$ cat src/rtl/branch_resolution_table.sv
// In-order branch resolution queue: collects computed targets and condition
// outcomes per branch and presents resolutions in program order.
module branch_resolution_table #(
   parameter int unsigned BRTSIZE = 3,
   parameter int unsigned ROBSIZE = 8
) (
   input  logic               clk,
   input  logic               rstn,
   input  logic               i_brt_flush,
   input  logic               i_brt_alloc_en,
   input  logic [ROBSIZE-1:0] i_brt_alloc_rob_addr,
   input  logic               i_brt_alloc_pred_taken,
   input  logic [31:0]        i_brt_alloc_pred_target,
   input  logic [31:0]        i_brt_alloc_fallthru,
   input  logic               i_btc_fifo_empty,
   input  logic [31:0]        i_btc_fifo_target_cal,
   input  logic [ROBSIZE-1:0] i_btc_fifo_rob_addr,
   output logic               o_btc_fifo_rd_en,
   input  logic               i_brt_cond_v,
   input  logic [ROBSIZE-1:0] i_brt_cond_rob_addr,
   input  logic               i_brt_cond_taken,
   output logic               o_brt_res_v,
   output logic [ROBSIZE-1:0] o_brt_res_rob_addr,
   output logic               o_brt_res_mispredict,
   output logic [31:0]        o_brt_res_redirect_pc,
   input  logic               i_brt_res_ack,
   output logic               o_brt_full,
   output logic               o_brt_empty
);

   localparam int unsigned DEPTH = 2 ** BRTSIZE;

   typedef enum logic [1:0] {IDLE, PRESENT, WAIT_FLUSH} state_t;

   state_t state, state_nxt;

   logic [BRTSIZE:0]   head, tail;
   logic [BRTSIZE-1:0] head_idx, tail_idx;

   logic [DEPTH-1:0]   ent_v, ent_tgt_v, ent_cond_v, ent_pred_taken, ent_taken;
   logic [ROBSIZE-1:0] ent_rob      [DEPTH];
   logic [31:0]        ent_pred_tgt [DEPTH];
   logic [31:0]        ent_fallthru [DEPTH];
   logic [31:0]        ent_tgt      [DEPTH];

   logic               full, empty, alloc, load, deq;
   logic               tgt_hit, cond_hit, tgt_cap, cond_cap;
   logic [BRTSIZE-1:0] tgt_idx, cond_idx;
   logic               head_ready, mispredict_calc;
   logic [31:0]        redirect_calc;

   assign head_idx = head[BRTSIZE-1:0];
   assign tail_idx = tail[BRTSIZE-1:0];
   assign full     = (head[BRTSIZE] != tail[BRTSIZE]) && (head_idx == tail_idx);
   assign empty    = (head == tail);

   assign o_brt_full       = full;
   assign o_brt_empty      = empty;
   assign o_btc_fifo_rd_en = !i_btc_fifo_empty;
   assign o_brt_res_v      = (state == PRESENT);

   assign alloc    = i_brt_alloc_en && !full && !i_brt_flush;
   assign tgt_cap  = !i_btc_fifo_empty && tgt_hit && !i_brt_flush;
   assign cond_cap = i_brt_cond_v && cond_hit && !i_brt_flush;

   // CAM over registered valid bits only, so an entry allocated this cycle
   // cannot be matched until the next one; lowest index wins.
   always_comb begin
      tgt_hit  = 1'b0;
      tgt_idx  = '0;
      cond_hit = 1'b0;
      cond_idx = '0;
      for (int unsigned i = 0; i < DEPTH; i++) begin
         if (!tgt_hit && ent_v[i] && !ent_tgt_v[i] &&
             (ent_rob[i] == i_btc_fifo_rob_addr)) begin
            tgt_hit = 1'b1;
            tgt_idx = BRTSIZE'(i);
         end
         if (!cond_hit && ent_v[i] && !ent_cond_v[i] &&
             (ent_rob[i] == i_brt_cond_rob_addr)) begin
            cond_hit = 1'b1;
            cond_idx = BRTSIZE'(i);
         end
      end
   end

   assign head_ready      = ent_v[head_idx] && ent_tgt_v[head_idx] && ent_cond_v[head_idx];
   assign mispredict_calc = (ent_taken[head_idx] != ent_pred_taken[head_idx]) ||
                            (ent_taken[head_idx] &&
                             (ent_tgt[head_idx] != ent_pred_tgt[head_idx]));
   assign redirect_calc   = ent_taken[head_idx] ? ent_tgt[head_idx] : ent_fallthru[head_idx];

   always_comb begin
      state_nxt = state;
      load      = 1'b0;
      deq       = 1'b0;
      case (state)
         IDLE: begin
            if (head_ready) begin
               load      = 1'b1;
               state_nxt = PRESENT;
            end
         end
         PRESENT: begin
            if (i_brt_res_ack) begin
               deq       = 1'b1;
               state_nxt = o_brt_res_mispredict ? WAIT_FLUSH : IDLE;
            end
         end
         WAIT_FLUSH: state_nxt = WAIT_FLUSH;
         default:    state_nxt = IDLE;
      endcase
      if (i_brt_flush) begin
         state_nxt = IDLE;
         load      = 1'b0;
         deq       = 1'b0;
      end
   end

   always_ff @(posedge clk or negedge rstn) begin
      if (!rstn) state <= IDLE;
      else       state <= state_nxt;
   end

   always_ff @(posedge clk or negedge rstn) begin
      if (!rstn) begin
         o_brt_res_rob_addr    <= '0;
         o_brt_res_mispredict  <= 1'b0;
         o_brt_res_redirect_pc <= '0;
      end else if (i_brt_flush) begin
         o_brt_res_rob_addr    <= '0;
         o_brt_res_mispredict  <= 1'b0;
         o_brt_res_redirect_pc <= '0;
      end else if (load) begin
         o_brt_res_rob_addr    <= ent_rob[head_idx];
         o_brt_res_mispredict  <= mispredict_calc;
         o_brt_res_redirect_pc <= redirect_calc;
      end
   end

   always_ff @(posedge clk or negedge rstn) begin
      if (!rstn) begin
         head <= '0;
         tail <= '0;
      end else if (i_brt_flush) begin
         head <= '0;
         tail <= '0;
      end else begin
         if (alloc) tail <= tail + (BRTSIZE+1)'(1);
         if (deq)   head <= head + (BRTSIZE+1)'(1);
      end
   end

   always_ff @(posedge clk or negedge rstn) begin
      if (!rstn) begin
         ent_v      <= '0;
         ent_tgt_v  <= '0;
         ent_cond_v <= '0;
      end else if (i_brt_flush) begin
         ent_v <= '0;
      end else begin
         if (alloc) begin
            ent_v[tail_idx]      <= 1'b1;
            ent_tgt_v[tail_idx]  <= 1'b0;
            ent_cond_v[tail_idx] <= 1'b0;
         end
         if (tgt_cap)  ent_tgt_v[tgt_idx]   <= 1'b1;
         if (cond_cap) ent_cond_v[cond_idx] <= 1'b1;
         if (deq)      ent_v[head_idx]      <= 1'b0;
      end
   end

   always_ff @(posedge clk) begin
      if (alloc) begin
         ent_rob[tail_idx]        <= i_brt_alloc_rob_addr;
         ent_pred_taken[tail_idx] <= i_brt_alloc_pred_taken;
         ent_pred_tgt[tail_idx]   <= i_brt_alloc_pred_target;
         ent_fallthru[tail_idx]   <= i_brt_alloc_fallthru;
      end
      if (tgt_cap)  ent_tgt[tgt_idx]     <= i_btc_fifo_target_cal;
      if (cond_cap) ent_taken[cond_idx]  <= i_brt_cond_taken;
   end

endmodule

$ cat config.mk
export PLATFORM = sky130hd
export DESIGN_NAME = branch_resolution_table
export DESIGN_NICKNAME = d
export VERILOG_FILES = /design/src/rtl/branch_resolution_table.sv
export SDC_FILE = /design/constraint.sdc
export NUM_CORES = 1
export LEC_CHECK = 0
export CAP_MARGIN = 20
export CORE_ASPECT_RATIO = 0.7
export CORE_MARGIN = 4
export CORE_UTILIZATION = 35
export DETAILED_ROUTE_END_ITERATION = 10
export RECOVER_POWER = 50
export REMOVE_ABC_BUFFERS = 1
export SLEW_MARGIN = 10
export SYNTH_ARGS = -nofsm -noshare
export SYNTH_HDL_FRONTEND = slang
export SYNTH_SLANG_ARGS = --single-unit
$ cat constraint.sdc
create_clock -name clk -period 7.05 [get_ports clk]
set_clock_uncertainty 0.15 [all_clocks]
set_input_delay 0.705 -clock clk [delete_from_list [all_inputs] [get_ports clk]]
set_output_delay 0.705 -clock clk [all_outputs]
set_load 0.05 [all_outputs]
# [Word level (Yosys, flattened, before mapping)]
# Memories as Yosys holds them, arrays and structs flattened.
# Cells that the tools add are included.
[op_classes] bitwise_logic=8 add_sub_neg=2 eq_ne=25 reduce_logical=99 order_cmp=8 muxes=86
[op_table] cell="$eq 8x8->1" count=16
[op_table] cell="$mux 32" count=3
[op_table] cell="$mux 8" count=12
[op_table] cell="$logic_and 1x1->1" count=60
[op_table] cell="$mux 1" count=39
[op_table] cell="$logic_not 1->1" count=33
[op_table] cell="$ne 32x32->1" count=1
[op_table] cell="$mux 3" count=10
[op_table] cell="$and 8x8->8" count=3
[op_table] cell="$or 8x8->8" count=3
[op_table] cell="$bwmux 8" count=2
[op_table] cell="$lt 3x4->1 const B" count=4
[op_table] cell="$mux 4" count=4
[op_table] cell="$not 8->8" count=2
[op_table] cell="$bmux 1 s3" count=5
[op_table] cell="$demux 1 s3" count=4
[op_table] cell="$ge 3x1->1 const B" count=4
[op_table] cell="$mux 2" count=6
[op_table] cell="$add 4x1->4 const B" count=2
[op_table] cell="$pmux 2 s3" count=1
[op_table] cell="$reduce_bool 2->1" count=3
[op_table] cell="$eq 4x4->1" count=1
[op_table] cell="$eq 3x3->1" count=1
[op_table] cell="$ne 3x2->1 const B" count=1
[op_table] cell="other kinds (7)" count=8
[totals] ram_bits=832 regBits=91 n_memories=4 word_cells=243 inputBits=129 out_inout_bits=45
[memory_table] name="ent_fallthru" words=8 word_bits=32 rd=1 rd_clocked_by_memory_dff=0 wr=1 line="43" rtl="logic [31:0] ent_fallthru [DEPTH];"
[memory_table] name="ent_pred_tgt" words=8 word_bits=32 rd=1 rd_clocked_by_memory_dff=0 wr=1 line="42" rtl="logic [31:0] ent_pred_tgt [DEPTH];"
[memory_table] name="ent_tgt" words=8 word_bits=32 rd=1 rd_clocked_by_memory_dff=0 wr=1 line="44" rtl="logic [31:0] ent_tgt [DEPTH];"
[memory_table] name="ent_rob" words=8 word_bits=8 rd=9 rd_clocked_by_memory_dff=0 wr=1 line="41" rtl="logic [ROBSIZE-1:0] ent_rob [DEPTH];"

# [Logic depth before layout (Yosys ltp)]
[logic_depth] depth_word=45 depth_mapped=13 ltp_nobuf=8

# [Worst setup path after synthesis]
# Ideal clock, no wire load.
[synth_timing] kind="input port to flip-flop" startpoint="input port i_btc_fifo_rob_addr[7]" endpoint="memory ent_tgt[6][0], enable pin" setup_ns=0.517 n_path_buf=1 arrival_time_ns=5.498 t_required_ns=6.383 path_stages=6 setup_slack_ns=0.885 path_cell_list="clkbuf_1 > xor2_1 > nor4_1 > nand4_1 > or4_1 > nor4b_1"
[synth_via] elab_chain_cells=42 word_cells_on_any_way=56 cone_classes="eq/ne: 8; mux: 17; reduce/logical: 31"
[synth_rtl] element="start: declaration" line="17" rtl="input logic [ROBSIZE-1:0] i_btc_fifo_rob_addr,"
[synth_rtl] element="$eq 8x8->1" line="75" rtl="(ent_rob[i] == i_btc_fifo_rob_addr)) begin"
[synth_rtl] element="$logic_and 1x1->1" line="74" rtl="if (!tgt_hit && ent_v[i] && !ent_tgt_v[i] &&"
[synth_rtl] element="$mux 1" line="74"
[synth_rtl] element="$logic_not 1->1" line="74"
[synth_rtl] element="$logic_and 1x1->1 (3 in series)" line="74"
[synth_rtl] element="$mux 1" line="74"
[synth_rtl] element="$logic_not 1->1" line="74"
[synth_rtl] element="$logic_and 1x1->1 (3 in series)" line="74"
[synth_rtl] element="(+17 left out)"
[synth_rtl] element="$logic_and 1x1->1 (3 in series)" line="74"
[synth_rtl] element="$mux 1" line="74"
[synth_rtl] element="$logic_not 1->1" line="74"
[synth_rtl] element="$logic_and 1x1->1 (3 in series)" line="74"
[synth_rtl] element="$mux 1" line="74"
[synth_rtl] element="$logic_and 1x1->1 (2 in series)" line="63" rtl="assign tgt_cap = !i_btc_fifo_empty && tgt_hit && !i_brt_flush;"
[synth_rtl] element="$mux 1" line="180" rtl="if (tgt_cap) ent_tgt[tgt_idx] <= i_btc_fifo_target_cal;"
[synth_rtl] element="$mux 1 (implied by the code)" line="180"
[synth_rtl] element="end: declaration" line="44"
# Parallel ways exist; a longest one is shown, timed or not.

# [Worst setup path after layout]
[layout_timing] startpoint="register head[1]" endpoint="register o_brt_res_mispredict"
[layout_via] elab_chain_cells=8 word_cells_on_any_way=24 cone_classes="eq/ne: 2; mux: 15; reduce/logical: 5; memory: 2"
[layout_rtl] element="start: declaration" line="37" rtl="logic [BRTSIZE:0] head, tail;"
[layout_rtl] element="start signal: assignment" line="150" rtl="if (deq) head <= head + (BRTSIZE+1)'(1);"
[layout_rtl] element="branches (longest 8 deep; another with $mem_v2 8x32)"
[layout_rtl] element="end signal: assignment" line="136" rtl="o_brt_res_mispredict <= mispredict_calc;"
[layout_rtl] element="end: declaration" line="24" rtl="output logic o_brt_res_mispredict,"
# Parallel ways; which one is timed is not known. The select of a mux whose other input is x is not followed.
# A chain may end at the register's enable or synchronous reset.

==> results.json <==
{
  "tns_ns": 0,
  "critPathKind": "reg2reg",
  "max_freq_ghz": 0.1726,
  "clock-sinks": 923,
  "final-setup-viol-count": 0,
  "drt-total-wl_um": 102900,
  "wl_per_cell_um": 27.08,
  "maxSlewHeadroom": -0.7761,
  "tightestPinTransition_ns": 2.664,
  "critPathMaxFanout": 50,
  "routed_via_density": 5.346,
  "instances_no_fill": 3800,
  "insertion_delay_ns": 0.66,
  "yosys_warnings": 0,
  "synth_common_cells": "848 x edfxtp_1, 141 x mux4_2, 137 x mux2i_1, 112 x xnor2_1, 75 x dfrtp_1",
  "die_h_um": 282.8,
  "maxSlewViolCount": 129,
  "yosys.area.top_type_share": 0.6745,
  "p_int_w": 0.009051,
  "antenna_found_initial": 46,
  "period_needed_ns": 5.792,
  "gp_congestion": 0.8826,
  "critPathTopFamily": "simple AND/OR/NAND/NOR gates",
  "htree_num_levels": 3,
  "cp.required_ns": 7.44,
  "die-area_sq_mm": 0.1133,
  "p_comb_frac": 0.033,
  "start_util": 0.3537,
  "synth_area_leaders": "edfxtp_1 67%, mux4_2 8.4%, dfrtp_1 5.0%, mux2i_1 3.6%, xnor2_1 2.6%",
  "fin_ws_ns": 1.258,
  "initialDrtViolationCount": 2032,
  "start_kind": "flop",
  "drive_gt1_frac": 0.1545,
  "hold_viol": 0,
  "antenna_left": 0,
  "grt_pass1_vias": 20350,
  "leakage_nw": 13.81,
  "cts_root_buffer": "clkbuf_16",
  "cts_buffers": 93,
  "grt_usage": 0.1787,
  "clkTransAtPathRegs_ns": 0.06,
  "dr.pass1.iters": 5,
  "holdBufCountCts": 1,
  "grt_pass1_wl_um": 147500,
  "cts_tree": "yes",
  "post_cts_buffers": 0,
  "avgSynthCellArea_sq_um": 17.99,
  "failed_checks": "max-capacitance violations, max-slew violations",
  "grt_remaining_overflow": 0,
  "min_path_type": "reg2reg",
  "seqPwrFrac": 0.533,
  "crit_arrival_ns": 6.18,
  "ys.flop_type": "edfxtp_1",
  "syn_area_sq_mm": 0.03775,
  "end_kind": "flop",
  "numPortBuffers": 173,
  "timing.hold.ws_ns": 0.3252,
  "grt_max_degree": 133,
  "status": "finished, violations left",
  "placed_cell_area_sq_mm": 0.04102,
  "syn_inst": 2099,
  "slowest_delay_ns": 1.98,
  "core.rowCount": 100,
  "vias": 20320,
  "post_cts_resized": 0,
  "maxCapViolCount": 3,
  "p_per_area_mw_per_mm2": 257.4,
  "dpl.cell_count": 3613,
  "dp_slack_ns": 1.934,
  "dp_hpwl_um": 63540,
  "rsz0062_at_grt": "false",
  "core_sq_mm": 0.1067,
  "yosys.area.top_type": "edfxtp_1",
  "ys_seq_elements": 923,
  "fin_crit_sh": 0.8216,
  "switching_share": 0.2028,
  "route.detailed.drc": 0,
  "ys_types": 64,
  "fp.dieW_um": 400.6,
  "ir_drop_mv": 0.1742,
  "path_buf_inv": 1,
  "crit_chain": "buf_4 > and2_1 > a31oi_1 > nand2_1 > xnor2_1 > nor4_1 > a31o_1 > nand3_1",
  "yosysMostFrequentCell": "edfxtp_1",
  "seq_area_frac_synth": 0.7242,
  "crit_slowest_cell": "dfrtp_1",
  "final_cell_area_sq_mm": 0.04411,
  "clockBufferDepth": 3,
  "power_switching_w": 0.002302,
  "async_flop_share": 0.08126,
  "area_growth_pct": 16.85,
  "p_clk_frac": 0.434,
  "io_pins": 174,
  "finish.net_count": 2412,
  "synth_edf_count": 848
}
## final cells by class
cell class | count | area (sq um)
clock buffer | 121 | 2556
clock inverter | 49 | 499.2
tap | 1428 | 1787
fill | 9357 | 62610
antenna | 16 | 40.04
timing repair buffer | 213 | 2090
multi-input combinational | 1029 | 9698
inverter | 21 | 95.09
sequential | 923 | 27350
## layout by cell type, fill, tap and decap left out, types with 11 or more instances in the layout
cell / count
clkbuf_1: 21
nand2_1: 72
a21o_1: 18
nor3_1: 22
a22o_1: 21
buf_4: 32
o22ai_1: 29
a221oi_1: 15
edfxtp_1: 848
nand4_1: 22
xnor2_1: 112
nand3b_1: 17
clkinv_1: 20
mux4_2: 141
a2111oi_0: 11
dfrtp_1: 73
xor2_1: 55
clkdlybuf4s50_1: 50
nand3_1: 28
diode_2: 16
clkinv_2: 18
nor2_1: 56
dlygate4sd3_1: 122
a21oi_1: 39
a211oi_1: 18
nor2b_1: 29
mux2_2: 15
mux2i_1: 137
o21ai_0: 49
inv_1: 12
clkbuf_16: 96
## routing by layer
metal | part of all wire | global-route usage
met3 | 0.088 | 0.05507
met2 | 0.44 | 0.2638
met1 | 0.45 | 0.2560
met5 | 0.0011 | 0
met4 | 0.027 | 0.05108
## worst register-to-register path, delay by kind of cell (launching register included)
family,cells,cell delay (ns)
AOI/OAI and AO/OA,2,0.44
buffers and inverters,1,0.93
and+or+nand+nor,4,2.09
xor gates and xnor gates,1,0.11
DFF,1,1.98
## worst paths after layout
kind,startpoint,to,slack [ns],cells past startpoint
max,head[1]$_DFFE_PN0P_,o_brt_res_mispredict$_DFFE_PN0P_,1.26,8
min,o_brt_res_redirect_pc[2]$_DFFE_PN0P_,o_brt_res_redirect_pc[2]$_DFFE_PN0P_,0.33,2
max reg2reg,head[1]$_DFFE_PN0P_,o_brt_res_mispredict$_DFFE_PN0P_,1.26,8
min reg2reg,o_brt_res_redirect_pc[2]$_DFFE_PN0P_,o_brt_res_redirect_pc[2]$_DFFE_PN0P_,0.33,2
max in group asynchronous,rstn,o_brt_res_redirect_pc[3]$_DFFE_PN0P_,1.97,3
min in group asynchronous,rstn,o_brt_res_rob_addr[3]$_DFFE_PN0P_,1.24,2
## cell families after synthesis
logic type               count (synthesis)  share of synthesized area
flip-flops                             923                     0.7242
AND/OR/NAND/NOR                        302                    0.04103
buffers and inverters                  147                    0.02075
XOR/XNOR                               167                    0.03874
AO/OA/AOI/OAI                          264                    0.04941
adder cells (fa/ha/maj)                  2                  0.0006627
multiplexers                           294                     0.1252
## sequential cells by signal, indices dropped and copies added, names as in the netlist
signal / cells
ent_v: 8
ent_rob: 64
ent_taken: 8
ent_fallthru: 256
tail: 4
o_brt_res_redirect_pc: 32
state: 2
o_brt_res_rob_addr: 8
ent_tgt: 256
ent_pred_taken: 8
head: 4
o_brt_res_mispredict: 1
ent_cond_v: 8
ent_pred_tgt: 256
ent_tgt_v: 8
## power groups by stage
stage          combinational, W  clock, W  sequential, W
2_1_floorplan          0.000122         0        0.00619
3_5_place_dp           0.000389         0        0.00617
6_report               0.000374   0.00492        0.00605
3_3_place_gp           0.000379         0        0.00617
5_1_grt                0.000403   0.00527        0.00605
4_1_cts                0.000391   0.00502        0.00606
## per-stage QoR
step                      power (W)    util
after floorplan            0.006312       -
after global placement     0.006547  0.3842
after detailed placement   0.006559  0.3843
after CTS                   0.01147  0.4131
after global routing        0.01172  0.4131
final                       0.01135  0.4133
(Power assumes the default switching activity.)
